**src/rtl/pipelined_control_unit_pkg.sv**
```systemverilog
// Shared encodings for the pipelined control unit: opcodes, funct fields,
// ALUOp / SaveMethod codes, the FSM state type and the control word layout.
package pipelined_control_unit_pkg;

  // Major opcodes (instruction[6:0])
  localparam logic [6:0] OP_RTYPE    = 7'b0110011;
  localparam logic [6:0] OP_IARITH   = 7'b0010011;
  localparam logic [6:0] OP_LOAD     = 7'b0000011;
  localparam logic [6:0] OP_STORE    = 7'b0100011;
  localparam logic [6:0] OP_BRANCH   = 7'b1100011;
  localparam logic [6:0] OP_AUIPC    = 7'b0010111;
  localparam logic [6:0] OP_JAL      = 7'b1101111;
  localparam logic [6:0] OP_JALR     = 7'b1100111;
  localparam logic [6:0] OP_SYSTEM   = 7'b1110011;
  localparam logic [6:0] OP_RTYPE_W  = 7'b0111011;
  localparam logic [6:0] OP_IARITH_W = 7'b0011011;

  // funct3 / funct7 values the decoder cares about
  localparam logic [2:0] F3_PRIV   = 3'b000;
  localparam logic [2:0] F3_SD     = 3'b011;
  localparam logic [6:0] F7_MULDIV = 7'b0000001;

  // ALUOp encodings
  localparam logic [1:0] ALUOP_ADD    = 2'b00;
  localparam logic [1:0] ALUOP_BRANCH = 2'b01;
  localparam logic [1:0] ALUOP_FUNCT  = 2'b10;

  // SaveMethod encodings (match store funct3[1:0])
  localparam logic [1:0] SAVE_BYTE   = 2'b00;
  localparam logic [1:0] SAVE_HALF   = 2'b01;
  localparam logic [1:0] SAVE_WORD   = 2'b10;
  localparam logic [1:0] SAVE_DOUBLE = 2'b11;

  typedef enum logic {
    ST_RUN  = 1'b0,
    ST_HALT = 1'b1
  } state_t;

  // An all-zero control word is a bubble
  typedef struct packed {
    logic       branch;
    logic       mem_read;
    logic       mem_to_reg;
    logic       mem_write;
    logic       alu_src;
    logic       reg_write;
    logic       auipc_sel;
    logic       mux_rf_sel;
    logic       jump;
    logic       jalr;
    logic       mul_div;
    logic       word_op;
    logic [1:0] alu_op;
    logic [1:0] save_method;
  } ctrl_t;

  // Stores up to SW are always legal; SD only on a 64-bit datapath
  function automatic logic store_width_legal(input logic [2:0] funct3, input logic xlen64);
    return xlen64 ? (funct3 <= F3_SD) : (funct3 < F3_SD);
  endfunction

endpackage

```
**src/rtl/pipelined_control_unit_decoder.sv**
```systemverilog
// Purely combinational instruction decoder: instruction word -> control word,
// plus flags for illegal encodings and ECALL/EBREAK.
module control_decoder
  import pipelined_control_unit_pkg::*;
#(
  parameter int XLEN  = 32,
  parameter int M_EXT = 0
) (
  input  logic [31:0] instruction,
  output ctrl_t       ctrl,
  output logic        illegal,
  output logic        ecall
);

  localparam logic IS64   = (XLEN == 64);
  localparam logic HAS_M  = (M_EXT != 0);

  logic [6:0] opcode;
  logic [2:0] funct3;
  logic [6:0] funct7;
  logic       unused_fields;

  assign opcode = instruction[6:0];
  assign funct3 = instruction[14:12];
  assign funct7 = instruction[31:25];
  // Register specifiers and immediates do not influence control
  assign unused_fields = ^{instruction[24:15], instruction[11:7]};

  // Opcode table; anything illegal or a trap collapses to a bubble at the end
  always_comb begin
    ctrl    = '0;
    illegal = 1'b0;
    ecall   = 1'b0;
    case (opcode)
      OP_RTYPE, OP_RTYPE_W: begin
        ctrl.alu_op     = ALUOP_FUNCT;
        ctrl.reg_write  = 1'b1;
        ctrl.mux_rf_sel = 1'b1;
        ctrl.word_op    = (opcode == OP_RTYPE_W);
        if (opcode == OP_RTYPE_W && !IS64) illegal = 1'b1;
        if (funct7 == F7_MULDIV) begin
          if (HAS_M) ctrl.mul_div = 1'b1;
          else       illegal      = 1'b1;
        end
      end
      OP_IARITH, OP_IARITH_W: begin
        ctrl.alu_op     = ALUOP_FUNCT;
        ctrl.alu_src    = 1'b1;
        ctrl.reg_write  = 1'b1;
        ctrl.mux_rf_sel = 1'b1;
        ctrl.word_op    = (opcode == OP_IARITH_W);
        if (opcode == OP_IARITH_W && !IS64) illegal = 1'b1;
      end
      OP_LOAD: begin
        ctrl.mem_read   = 1'b1;
        ctrl.mem_to_reg = 1'b1;
        ctrl.alu_src    = 1'b1;
        ctrl.reg_write  = 1'b1;
        ctrl.mux_rf_sel = 1'b1;
      end
      OP_STORE: begin
        ctrl.mem_write   = 1'b1;
        ctrl.alu_src     = 1'b1;
        ctrl.save_method = funct3[1:0];
        if (!store_width_legal(funct3, IS64)) illegal = 1'b1;
      end
      OP_BRANCH: begin
        ctrl.branch     = 1'b1;
        ctrl.alu_op     = ALUOP_BRANCH;
        ctrl.mux_rf_sel = 1'b1;
      end
      OP_AUIPC: begin
        ctrl.alu_src   = 1'b1;
        ctrl.reg_write = 1'b1;
        ctrl.auipc_sel = 1'b1;
      end
      OP_JAL: begin
        ctrl.branch    = 1'b1;
        ctrl.jump      = 1'b1;
        ctrl.alu_src   = 1'b1;
        ctrl.reg_write = 1'b1;
        ctrl.auipc_sel = 1'b1;
      end
      OP_JALR: begin
        ctrl.branch     = 1'b1;
        ctrl.jump       = 1'b1;
        ctrl.jalr       = 1'b1;
        ctrl.alu_op     = ALUOP_FUNCT;
        ctrl.alu_src    = 1'b1;
        ctrl.reg_write  = 1'b1;
        ctrl.mux_rf_sel = 1'b1;
        ctrl.auipc_sel  = 1'b1;
      end
      OP_SYSTEM: begin
        if (funct3 == F3_PRIV) ecall   = 1'b1;
        else                   illegal = 1'b1;
      end
      default: illegal = 1'b1;
    endcase
    if (illegal || ecall) ctrl = '0;
  end

endmodule

```
**src/rtl/pipelined_control_unit.sv**
```systemverilog
// One-stage control pipeline: decodes the fetched word into a registered
// control word, with stall/flush handling and a RUN/HALT trap FSM.
module pipelined_control_unit
  import pipelined_control_unit_pkg::*;
#(
  parameter int XLEN  = 32,
  parameter int M_EXT = 0
) (
  input  logic        clk,
  input  logic        rst,
  input  logic        in_valid,
  input  logic [31:0] instruction,
  input  logic        stall,
  input  logic        flush,
  input  logic        resume,
  output logic        out_valid,
  output logic        Branch,
  output logic        MemRead,
  output logic        MemtoReg,
  output logic        MemWrite,
  output logic        ALUSrc,
  output logic        RegWrite,
  output logic        AUIPCSel,
  output logic        MuxRFSel,
  output logic        Jump,
  output logic        JALR,
  output logic        MulDiv,
  output logic        WordOp,
  output logic [1:0]  ALUOp,
  output logic [1:0]  SaveMethod,
  output logic        halted,
  output logic        illegal
);

  ctrl_t  dec_ctrl;
  logic   dec_illegal;
  logic   dec_ecall;

  state_t state_reg,   state_next;
  ctrl_t  ctrl_reg,    ctrl_next;
  logic   valid_reg,   valid_next;
  logic   illegal_reg, illegal_next;

  control_decoder #(
    .XLEN  (XLEN),
    .M_EXT (M_EXT)
  ) u_decoder (
    .instruction (instruction),
    .ctrl        (dec_ctrl),
    .illegal     (dec_illegal),
    .ecall       (dec_ecall)
  );

  // Next-state: HALT forces bubbles; in RUN flush beats stall beats a fresh load
  always_comb begin
    state_next   = state_reg;
    ctrl_next    = ctrl_reg;
    valid_next   = valid_reg;
    illegal_next = illegal_reg;
    case (state_reg)
      ST_HALT: begin
        ctrl_next  = '0;
        valid_next = 1'b0;
        if (resume) begin
          state_next   = ST_RUN;
          illegal_next = 1'b0;
        end
      end
      default: begin
        if (flush || !in_valid) begin
          ctrl_next  = '0;
          valid_next = 1'b0;
        end else if (!stall) begin
          // Decoder already zeroes the control word for illegal/trap cases
          ctrl_next  = dec_ctrl;
          valid_next = !(dec_illegal || dec_ecall);
          if (dec_illegal) illegal_next = 1'b1;
          if (dec_ecall)   state_next   = ST_HALT;
        end
      end
    endcase
    // Stall wins over an empty slot only when not flushing
    if (state_reg == ST_RUN && !flush && stall) begin
      ctrl_next  = ctrl_reg;
      valid_next = valid_reg;
    end
  end

  // Pipeline register and FSM state with synchronous reset
  always_ff @(posedge clk) begin
    if (rst) begin
      state_reg   <= ST_RUN;
      ctrl_reg    <= '0;
      valid_reg   <= 1'b0;
      illegal_reg <= 1'b0;
    end else begin
      state_reg   <= state_next;
      ctrl_reg    <= ctrl_next;
      valid_reg   <= valid_next;
      illegal_reg <= illegal_next;
    end
  end

  assign out_valid  = valid_reg;
  assign Branch     = ctrl_reg.branch;
  assign MemRead    = ctrl_reg.mem_read;
  assign MemtoReg   = ctrl_reg.mem_to_reg;
  assign MemWrite   = ctrl_reg.mem_write;
  assign ALUSrc     = ctrl_reg.alu_src;
  assign RegWrite   = ctrl_reg.reg_write;
  assign AUIPCSel   = ctrl_reg.auipc_sel;
  assign MuxRFSel   = ctrl_reg.mux_rf_sel;
  assign Jump       = ctrl_reg.jump;
  assign JALR       = ctrl_reg.jalr;
  assign MulDiv     = ctrl_reg.mul_div;
  assign WordOp     = ctrl_reg.word_op;
  assign ALUOp      = ctrl_reg.alu_op;
  assign SaveMethod = ctrl_reg.save_method;
  assign halted     = (state_reg == ST_HALT);
  assign illegal    = illegal_reg;

endmodule

```
**config.mk**
```make
export PLATFORM = sky130hd
export DESIGN_NAME = pipelined_control_unit
export DESIGN_NICKNAME = d
export VERILOG_FILES = /design/src/rtl/pipelined_control_unit_pkg.sv /design/src/rtl/pipelined_control_unit_decoder.sv /design/src/rtl/pipelined_control_unit.sv
export SDC_FILE = /design/constraint.sdc
export NUM_CORES = 1
export LEC_CHECK = 0
export ABC_AREA = 1
export BUFFER_PORTS_ARGS = -buffer_cell sky130_fd_sc_hd__buf_2
export CELL_PAD_IN_SITES_DETAIL_PLACEMENT = 1
export CELL_PAD_IN_SITES_GLOBAL_PLACEMENT = 2
export CORE_ASPECT_RATIO = 0.75
export CORE_MARGIN = 2
export CORE_UTILIZATION = 18
export DETAILED_ROUTE_END_ITERATION = 7
export GPL_ROUTABILITY_DRIVEN = 0
export PLACE_DENSITY_LB_ADDON = 0.1
export SYNTH_ARGS = -nofsm -noshare
export SYNTH_HDL_FRONTEND = slang
export SYNTH_SLANG_ARGS = --single-unit
```
**constraint.sdc**
```tcl
create_clock -name clk -period 1.2 [get_ports clk]
set_input_delay 0.24 -clock clk [delete_from_list [all_inputs] [get_ports clk]]
set_output_delay 0.24 -clock clk [all_outputs]
set_load 0.005 [all_outputs]
```
==> out/metrics.cfg <==
[status]
status=complete, but fails checks
violations=negative setup slack

[cts]
cts_buffer_depth=2
clock-sinks=17
clk_pin_slew_ns=0.07
cts_tree=done
clk_latency_ns=0.25
root_buffer=clkbuf_8
cts_max_level=1
tritoncts.num_buffers=3

[critical_path]
crit_start=instruction[5]
crit_required_ns=1.34
reg2reg_from=halted$_SDFF_PP0_
critPathKind=in -> reg
critPathMostFrequentCell=buf_4
arrival_ns=1.42
critical-path-top-delay-family=simple AND/OR/NAND/NOR gates
end_kind=flop
start_kind=input port
max_stage_delay_ns=0.44
crit_path_top_delay_cell=or3_2
path_cells=buf_4 > nand2_4 > clkinv_4 > nand3_2 > nand2_2 > buf_4 > or3_2 > nand2_1 > a21oi_1
cp_num_buf_inv=3
crit_fanout=6

[logic_synthesis]
yosysUniqueCellTypes=24
synth.avg_cell_area_um2=6.29
ys_warn_count=0
yosysSeqAreaShare=0.336
yosysTopAreaCellShare=0.336
ys_ff_latch=17
synth.cell_area_um2=1010
synth_largest_area_cell=dfxtp_1
ys_top_cells_by_area=dfxtp_1, nand2_1, a21oi_1, inv_1, nor2_1
synth.net_count=199
syn_inst=161

[power]
peakVddDrop_uv=432
power_mw=1.30
p_leak_nw=0.912
power.density_nw_per_um2=687

[floorplanning]
rows=23
fp.coreArea_um2=5380
die_area_um2=6250
initial_core_util=0.188
fp.dieH_um=68.9
die_w_um=90.6
pin_count=57

[routing]
firstDrtPassIters=4
wl_per_cell_um=12.3
postRouteAntennaNets=0
drc=0
wl_um=3810
avgViaCountPerCell=4.01
vias=1244
drtIter0Drc=37

[finish]
fillers=670
area_growth_pct=86.9
diodes=0
utilization=0.352
fin_nets=274
drive_gt1_frac=0.574

[hold_path]
min_from=rst
hold_path_class=in -> reg

[global_route]
grt_pass1_wl_um=6020
grt-ovfl-total=0
antenna_found_initial=0
grt.total_usage=0.121
first_global_vias=1291
grt_start_max_net_pins=16

[run]
drv_cap=0

[sta]
min_period_over_period=1.07
rsz0062_at_grt=yes
fin_crit_ns=1.28
hold_ws_ns=0.259
setup-violations-final=9
drv_slew=0
hold_viol=0
setup_ws_ns=-0.0812
skew_ns=0.000964
fmax_mhz=781

[placement]
numPortBuffers=40
detailed_place_hpwl_um=2890

[tightest hold or removal path, cell delays in order]
cell     delay, ns
buf_2         0.09
inv_1         0.05
nand2_1       0.06
inv_1         0.03
[Yosys cell counts]
library cell / instances
nand3_1: 9
clkbuf_1: 2
nand2_4: 2
nand2_1: 42
nand3_2: 1
a211oi_1: 1
buf_2: 1
clkinv_2: 2
inv_2: 3
or3_2: 1
conb_1: 1
nor2_1: 19
nand2_2: 6
nor2_4: 1
a21oi_1: 15
nor3_1: 5
dfxtp_1: 17
o2111ai_1: 1
inv_1: 19
buf_6: 1
nor2_2: 4
nand4_1: 2
buf_4: 2
o21ai_0: 4
[final cells by class]
type                       count  area [um2]  area share
timing repair buffer          76         552       0.292
clock inverter                 1        5.00     0.00265
multi-input combinational    114         743       0.393
sequential                    17         342       0.181
inverter                      24         115      0.0608
tap                           75        93.8      0.0496
clock buffer                   3        41.3      0.0218
[per-layer routing]
| layer | wire (um) | global-route usage |
|---|---|---|
| met3 | 147 | 0.0304 |
| met5 | 0 | 0 |
| met4 | 0 | 0.0173 |
| met1 | 1730 | 0.152 |
| met2 | 1930 | 0.218 |
[stage by stage]
step / worst slack [ns] / setup TNS (ns) / cells / instance area (um2)
after floorplan: -0.0187 / -0.0350 / 161 / 1060
after global placement: -0.448 / -5.65 / 298 / 1530
after detailed placement: -0.535 / -6.29 / 298 / 1530
after CTS: -0.0563 / -0.395 / 308 / 1760
after global routing: -0.159 / -1.48 / 310 / 1890
final: -0.0812 / -0.432 / 310 / 1890
[report_power, final]
part,internal [mW],switching [mW],total (mW)
combinational,0.146,0.156,0.303
sequential,0.566,0.00132,0.567
clock,0.230,0.199,0.430
total,0.943,0.357,1.30
[placed cells by master, fill, tap and decap left out, types with 5 or more instances in the layout]
cell / n
buf_2: 33
inv_1: 15
buf_6: 5
nor2_2: 6
nor2_1: 9
nand2_1: 34
nor2_4: 9
dfxtp_1: 16
nand2_4: 6
a21oi_1: 11
buf_4: 34
nand2_2: 8
[path summary, 6_finish.rpt]
check        cells past startpoint  slack (ns)                         end
max                              9       -0.08       RegWrite$_SDFFE_PP0P_
min                              4        0.26       MuxRFSel$_SDFFE_PP0P_
max reg2reg                      8       -0.04  SaveMethod[1]$_SDFFE_PP0P_
min reg2reg                      2        0.44         WordOp$_SDFFE_PP0P_
[logic make-up after synthesis]
kind of cell,count (synthesis),share of synthesized area
AO/OA/AOI/OAI,21,0.110
other,1,0.00370
buffers and inverters,30,0.130
AND/OR/NAND/NOR,92,0.420
flip-flops,17,0.336
[what timing repair did]
item	4_1_cts	5_1_grt
pin swaps	13	20
setup buffers	6	3
hold buffers	0	0
gates resized for setup	33	31
endpoints found under the setup margin	13	15
Note: power is estimated with default switching activity, not from simulation.
